==> src/rtl/vend_credit_ctrl.sv <==
// Credit/dispense sequencer for the vending machine: accumulates coins, arbitrates
// buy/cancel against the item price and drives the credit/price display select.
module vend_credit_ctrl #(
    parameter int unsigned SHOW_CYCLES = 50000000,
    parameter int unsigned CNT_W       = 26
) (
    input  logic       clk,
    input  logic       rst_n,
    input  logic       coin_valid_i,
    input  logic [7:0] coin_value_i,
    input  logic       buy_i,
    input  logic       cancel_i,
    input  logic [7:0] price_i,
    output logic       disp_sel_o,
    output logic [7:0] credit_o,
    output logic       coin_reject_o,
    output logic       dispense_o,
    output logic       change_valid_o,
    output logic [7:0] change_amt_o,
    output logic       busy_o
);

    typedef enum logic [1:0] {StCredit, StShowPrice, StDispense, StChange} state_e;

    state_e             state_q, state_d;
    logic [7:0]         credit_q, credit_d;
    logic [CNT_W-1:0]   cnt_q, cnt_d;
    logic [7:0]         price_q, price_d;
    logic               disp_sel_q, disp_sel_d;
    logic               coin_reject_q, coin_reject_d;
    logic               dispense_q, dispense_d;
    logic               change_valid_q, change_valid_d;
    logic [7:0]         change_amt_q, change_amt_d;
    logic               busy_q, busy_d;

    logic               coin_ok;
    logic [8:0]         sum;
    logic [7:0]         remainder;

    assign sum       = {1'b0, credit_q} + {1'b0, coin_value_i};
    assign remainder = credit_q - price_q;

    always_comb begin
        state_d        = state_q;
        credit_d       = credit_q;
        cnt_d          = cnt_q;
        price_d        = price_q;
        disp_sel_d     = disp_sel_q;
        coin_reject_d  = 1'b0;
        dispense_d     = 1'b0;
        change_valid_d = 1'b0;
        change_amt_d   = 8'd0;
        busy_d         = 1'b0;
        coin_ok        = 1'b0;

        unique case (state_q)
            StCredit: begin
                if (cancel_i && (credit_q != 8'd0)) begin
                    state_d        = StChange;
                    change_valid_d = 1'b1;
                    change_amt_d   = credit_q;
                    busy_d         = 1'b1;
                    coin_reject_d  = coin_valid_i;
                end else if (buy_i) begin
                    if ((price_i != 8'd0) && (credit_q >= price_i)) begin
                        state_d       = StDispense;
                        price_d       = price_i;
                        dispense_d    = 1'b1;
                        busy_d        = 1'b1;
                        coin_reject_d = coin_valid_i;
                    end else begin
                        // Rejected buy is not an accepted request, so a coin still lands.
                        state_d    = StShowPrice;
                        price_d    = price_i;
                        disp_sel_d = 1'b1;
                        cnt_d      = CNT_W'(SHOW_CYCLES - 1);
                        coin_ok    = 1'b1;
                    end
                end else begin
                    coin_ok = 1'b1;
                end
            end
            StShowPrice: begin
                if (cancel_i) begin
                    disp_sel_d    = 1'b0;
                    coin_reject_d = coin_valid_i;
                    if (credit_q != 8'd0) begin
                        state_d        = StChange;
                        change_valid_d = 1'b1;
                        change_amt_d   = credit_q;
                        busy_d         = 1'b1;
                    end else begin
                        state_d = StCredit;
                    end
                end else begin
                    coin_ok = 1'b1;
                    if (cnt_q == '0) begin
                        state_d    = StCredit;
                        disp_sel_d = 1'b0;
                    end else begin
                        cnt_d = cnt_q - 1'b1;
                    end
                end
            end
            StDispense: begin
                coin_reject_d = coin_valid_i;
                credit_d      = remainder;
                if (remainder != 8'd0) begin
                    state_d        = StChange;
                    change_valid_d = 1'b1;
                    change_amt_d   = remainder;
                    busy_d         = 1'b1;
                end else begin
                    state_d = StCredit;
                end
            end
            StChange: begin
                coin_reject_d = coin_valid_i;
                credit_d      = 8'd0;
                state_d       = StCredit;
            end
            default: begin
                state_d = StCredit;
            end
        endcase

        if (coin_ok && coin_valid_i) begin
            if (sum[8]) begin
                coin_reject_d = 1'b1;
            end else begin
                credit_d = sum[7:0];
            end
        end
    end

    always_ff @(posedge clk or negedge rst_n) begin
        if (!rst_n) begin
            state_q        <= StCredit;
            credit_q       <= 8'd0;
            cnt_q          <= '0;
            price_q        <= 8'd0;
            disp_sel_q     <= 1'b0;
            coin_reject_q  <= 1'b0;
            dispense_q     <= 1'b0;
            change_valid_q <= 1'b0;
            change_amt_q   <= 8'd0;
            busy_q         <= 1'b0;
        end else begin
            state_q        <= state_d;
            credit_q       <= credit_d;
            cnt_q          <= cnt_d;
            price_q        <= price_d;
            disp_sel_q     <= disp_sel_d;
            coin_reject_q  <= coin_reject_d;
            dispense_q     <= dispense_d;
            change_valid_q <= change_valid_d;
            change_amt_q   <= change_amt_d;
            busy_q         <= busy_d;
        end
    end

    assign disp_sel_o     = disp_sel_q;
    assign credit_o       = credit_q;
    assign coin_reject_o  = coin_reject_q;
    assign dispense_o     = dispense_q;
    assign change_valid_o = change_valid_q;
    assign change_amt_o   = change_amt_q;
    assign busy_o         = busy_q;

endmodule

==> config.mk <==
export PLATFORM = sky130hd
export DESIGN_NAME = vend_credit_ctrl
export DESIGN_NICKNAME = d
export VERILOG_FILES = /design/src/rtl/vend_credit_ctrl.sv
export SDC_FILE = /design/constraint.sdc
export NUM_CORES = 1
export LEC_CHECK = 0
export CORE_MARGIN = 2
export CORE_UTILIZATION = 55
export CTS_BUF_LIST = sky130_fd_sc_hd__clkbuf_8
export DETAILED_ROUTE_END_ITERATION = 12
export PLACE_DENSITY = 0.79
export SLEW_MARGIN = 30
export SYNTH_ARGS = -nofsm -noshare
export SYNTH_HDL_FRONTEND = slang
export SYNTH_SLANG_ARGS = --single-unit
export TNS_END_PERCENT = 30
==> constraint.sdc <==
create_clock -name clk -period 5.7 [get_ports clk]
set_input_delay 0.855 -clock clk [delete_from_list [all_inputs] [get_ports clk]]
set_output_delay 0.855 -clock clk [all_outputs]
set_load 0.02 [all_outputs]
# After elaboration in Yosys (flattened, before gate mapping)

Cells that the tools add are included.

Register bits: 57
Input bits: 21
Word-level logic and storage cells: 90

Add/sub/neg operators: 3
$lt $le $gt $ge: 1
Equal/unequal tests: 10
Mux-type cells: 51
Bitwise operators: 1
Reductions and logical operators: 14

Operator list:

| operator              | number |
|---|---|
| $mux 26               | 5 |
| $pmux 26 s2           | 1 |
| $mux 8                | 6 |
| $logic_not 26->1      | 1 |
| $sub 26x1->26 const B | 1 |
| $mux 1                | 24 |
| $pmux 8 s3            | 1 |
| $reduce_bool 8->1     | 3 |
| $pmux 8 s2            | 1 |
| $mux 2                | 7 |
| $ne 2x2->1 const B    | 5 |
| $add 8x8->9           | 1 |
| $pmux 1 s3            | 3 |
| $ge 8x8->1            | 1 |
| $pmux 2 s4            | 1 |
| $sub 8x8->8           | 1 |
| $ne 3x3->1 const B    | 2 |
| $reduce_and 6->1      | 1 |
| $reduce_and 5->1      | 1 |
| $eq 2x2->1 const B    | 2 |
| $pmux 1 s2            | 2 |
| $logic_and 1x1->1     | 3 |
| $reduce_and 3->1      | 1 |
| $eq 2x1->1 const B    | 1 |
| other kinds (5)       | 5 |

# Depth between registers and ports, before layout

Depth in word-level cells: 8
Mapped depth: 10
Depth with buffers taken out: 10

# Worst setup path before layout

Ideal clock, no wire load.

Kind: input port to flip-flop
Start: input port price_i[6]
End: register credit_q[0] (netlist: credit_o[0])
Setup time: 0.125 ns
Arrival time: 2.600 ns
Required time: 5.575 ns
Setup slack: 2.975 ns
Stages: 8
Buffers on the path: 0
Cells stage by stage: inv_1 > ha_1 > a21o_1 > a2111oi_0 > o21ai_1 > nand4b_1 > nand4_4 > mux2_4

Longest elaborated chain between the ends: 8
Elaborated cells on any way between the ends: 9
Those cells by class: 1 x order compare; 5 x mux; 3 x reduce/logical

RTL lines:

| what                                            | RTL line | RTL |
|---|---|---|
| start: declaration                              | 13       | `input logic [7:0] price_i,` |
| $ge 8x8->1 or $reduce_bool 8->1 (tied branches) | 65       | `if ((price_i != 8'd0) && (credit_q >= price_i)) begin` |
| $logic_and 1x1->1 *                             | 65       |  |
| $mux 1 *                                        | 65       |  |
| $mux 1 *                                        | 64       | `end else if (buy_i) begin` |
| $mux 1 *                                        | 58       | `if (cancel_i && (credit_q != 8'd0)) begin` |
| $pmux 1 s2 *                                    | 56       | `unique case (state_q)` |
| $logic_and 1x1->1 *                             | 127      | `if (coin_ok && coin_valid_i) begin` |
| $mux 8 *                                        | 127      |  |
| net credit_d[0]                                 | 26       | `logic [7:0] credit_q, credit_d;` |
| end signal: assignment                          | 150      | `credit_q <= credit_d;` |
| end: declaration                                | 26       |  |

Mark *: on every way through the listed nets, which the timed path passes. The rest lies on a longest branch.
A chain may end at the register's enable or synchronous reset.

# Worst setup path after layout

Start: input port price_i[6]
End: register credit_q[4] (netlist: credit_o[4])

Same word-level chain as after synthesis.

==> out/qor.txt <==
Post-synth EDFFs - 0
cts bufs inserted - 9
Diodes inserted - 0
Setup Skew - 0.00565 ns
register area share after synthesis - 39.8%
Finished Cell Area - 4240 sq um
Root Buffer - clkbuf_8
synthesized cell area - 3580 sq um
CP max-delay cell - clkdlybuf4s50_1
clock sink count - 57
DRT iter0 DRCs - 121
Max VDD drop - 353 uV
register clock-pin slew on the reported worst setup and hold paths - 0.06 ns
deepest clock path buffer count - 2
most area-consuming cells after synthesis - dfrtp_1 40%, ha_1 8.4%, nand2_1 4.4%
vias per cell - 5.80
routed via count - 2900
area of the multi-input gates - 2010 sq um
HPWL after detailed placement - 5690 microns
first-pass GRT wire length - 13200 microns
post-CTS resize count - 0
Final Critical Period - 3.09 ns
Worst path top cell family by delay - compound AO/OA/AOI/OAI gates
Synth warnings - 0
Fin Setup TNS - 0 ns
share of layout cells above drive strength 1 - 7.80%
Critical Path RT - 5.92 ns
Rows - 29
CTS tree - done
critical-path cell list - clkdlybuf4s50_1 -> inv_1 -> ha_1 -> a21o_1 -> a2111oi_0 -> o21ai_1 -> nand4b_1 -> nand4_4 -> mux2_4
fraction of registers with async set or reset after synthesis - 100%
status - finished clean
core area - 6310 sq um
worst slew pin tran - 0.842 ns
CP startpoint kind - primary input
Clk Latency, worst-skew pair - 0.34 ns
Fill cells - 511
Avg WL per Cell - 15.8 microns
Buf/Inv on CP - 2
most frequent cells in the layout - 57 x dfrtp_1, 42 x nand2_1, 40 x clkdlybuf4s50_1, 24 x ha_1, 23 x inv_1
cts hold-fix bufs - 0
GRT Util Overall - 23.4%
Worst Path Max Fanout - 8
placed cell area - 4040 sq um
Final setup viols - 0
leading cell type in the layout, fill and taps excluded - dfrtp_1
kind of critical path - primary input to flip-flop
1st-pass router iterations - 4
Max Freq - 0.324 GHz
period utilisation layout - 54.2%
Final Max Slew Viols - 0
Main synth FF type - dfrtp_1
final wirelength - 7880 microns
FF+latch count, synth - 57
Lkg Pwr - 1.83 nW
P per Cell Area - 514 nW/um^2
DIE AREA - 7170 sq um
Die Height - 84.7 microns
FF+latch area - 1430 sq um
post-synth top area share - 39.8%
H-tree depth - 3
Ports - 42
Post-layout nets - 465
Mapped Nets - 422
Setup Buffers After CTS - 0
cells after synthesis - 375
Buffers on Ports - 41
synth unique cells - 60
Max-cap violations - 0
syn_area_per_cell - 9.55 sq um
Final Hold Fails - 0
Worst path max stage delay - 0.49 ns
GP Congestion - 0.818
largest net degree at the start of global routing - 58
Die Width - 84.7 microns
worst hold path class - flip-flop to flip-flop
Initial Util - 56.7%
initial antenna violation count - 0
RSZ-0062 raised after global routing - no
vias in the first global route - 2895
DRC Markers - 0
critical path endpoint category - flip-flop
largest area contributor in the netlist - dfrtp_1
Data arrival, critical path - 3.31 ns
gr ovfl total - 0
post-route ant nets - 0
Synth-to-Final Area Change - 18.5%
Slew HR - 43.5%
==> sequential cells by signal, summed over array words and instances (netlist names) <==
signal          cells
cnt_q              26
change_amt_o        8
credit_o            8
price_q             8
state_q             2
busy_o              1
change_valid_o      1
coin_reject_o       1
disp_sel_o          1
dispense_o          1
==> logic make-up (layout without fill, tap and decap cells) <==
kind of cell / after synthesis / count (layout) / share of synthesized area [%]
buf+inv: 34 / 82 / 3.98
mux: 10 / 10 / 3.15
compound gates: 70 / 70 / 13.4
flops: 57 / 57 / 39.8
xor+xnor: 32 / 32 / 7.83
fa+ha+maj: 26 / 26 / 9.51
simple gates: 146 / 146 / 22.3
==> report_power, final <==
part	leakage, nW	internal, mW	switching, mW
clock network	0.109	0.224	0.165
registers	0.674	0.536	0.144
logic	1.05	0.507	0.602
==> synth_stat cells, drive strengths merged (3+ instances only) <==
master and instances:
xnor2 16, inv 23, or4 11, dfrtp 57
nor3 15, nor2b 4, a21o 10, nand3 9
ha 24, mux2i 6, nor2 23, mux2 4
nor4 6, and2 3, nand2 42, xor2 16
a22oi 3, nand4 4, or3 7, a21oi 15
a211oi 4, nand3b 5, a221oi 3, a22o 3
nand2b 8, o21ai 17, clkbuf 8
==> per-stage QoR <==
step                      power [mW]  std cells  util, %  hold slack (ns)  worst slack, ns
after floorplan                 1.46        375        -            0.462             2.98
after global placement          1.75        484     63.9            0.486             2.31
after detailed placement        1.78        484     63.9            0.495             2.25
after CTS                       2.18        500     67.2            0.510             2.61
after global routing            2.35        500     67.2            0.530             2.40
final                           2.18        500     67.2            0.506             2.61
==> per-layer routing <==
layer	share of wire (%)	track usage [%]	vias up
met4	1.7	9.96	0
met2	50	39.1	76
met1	44	28.8	1388
met5	0	0	-
met3	4.5	6.00	13
li1	-	-	1423
==> layout make-up <==
class	instances	area share [%]
clock buffers	11	3.57
clock inverters	5	1.27
inverters	24	2.12
multi-input cells	284	47.4
flip-flops and latches	57	33.6
well taps	77	2.27
repair buffers	42	9.73
==> path summary, 6_finish.rpt <==
path,to,slack [ns],from,depth (start not counted)
max,credit_o[4]$_DFF_PN0_,2.61,price_i[6],9
min,price_q[0]$_DFFE_PN0P_,0.51,price_q[0]$_DFFE_PN0P_,1
max reg2reg,cnt_q[0]$_DFFE_PN0P_,2.74,credit_o[1]$_DFF_PN0_,6
min reg2reg,price_q[0]$_DFFE_PN0P_,0.51,price_q[0]$_DFFE_PN0P_,1
max in group asynchronous,credit_o[3]$_DFF_PN0_,4.58,rst_n,2
min in group asynchronous,cnt_q[10]$_DFFE_PN0P_,0.65,rst_n,2
No activity file was read; power rests on OpenSTA's default activity.
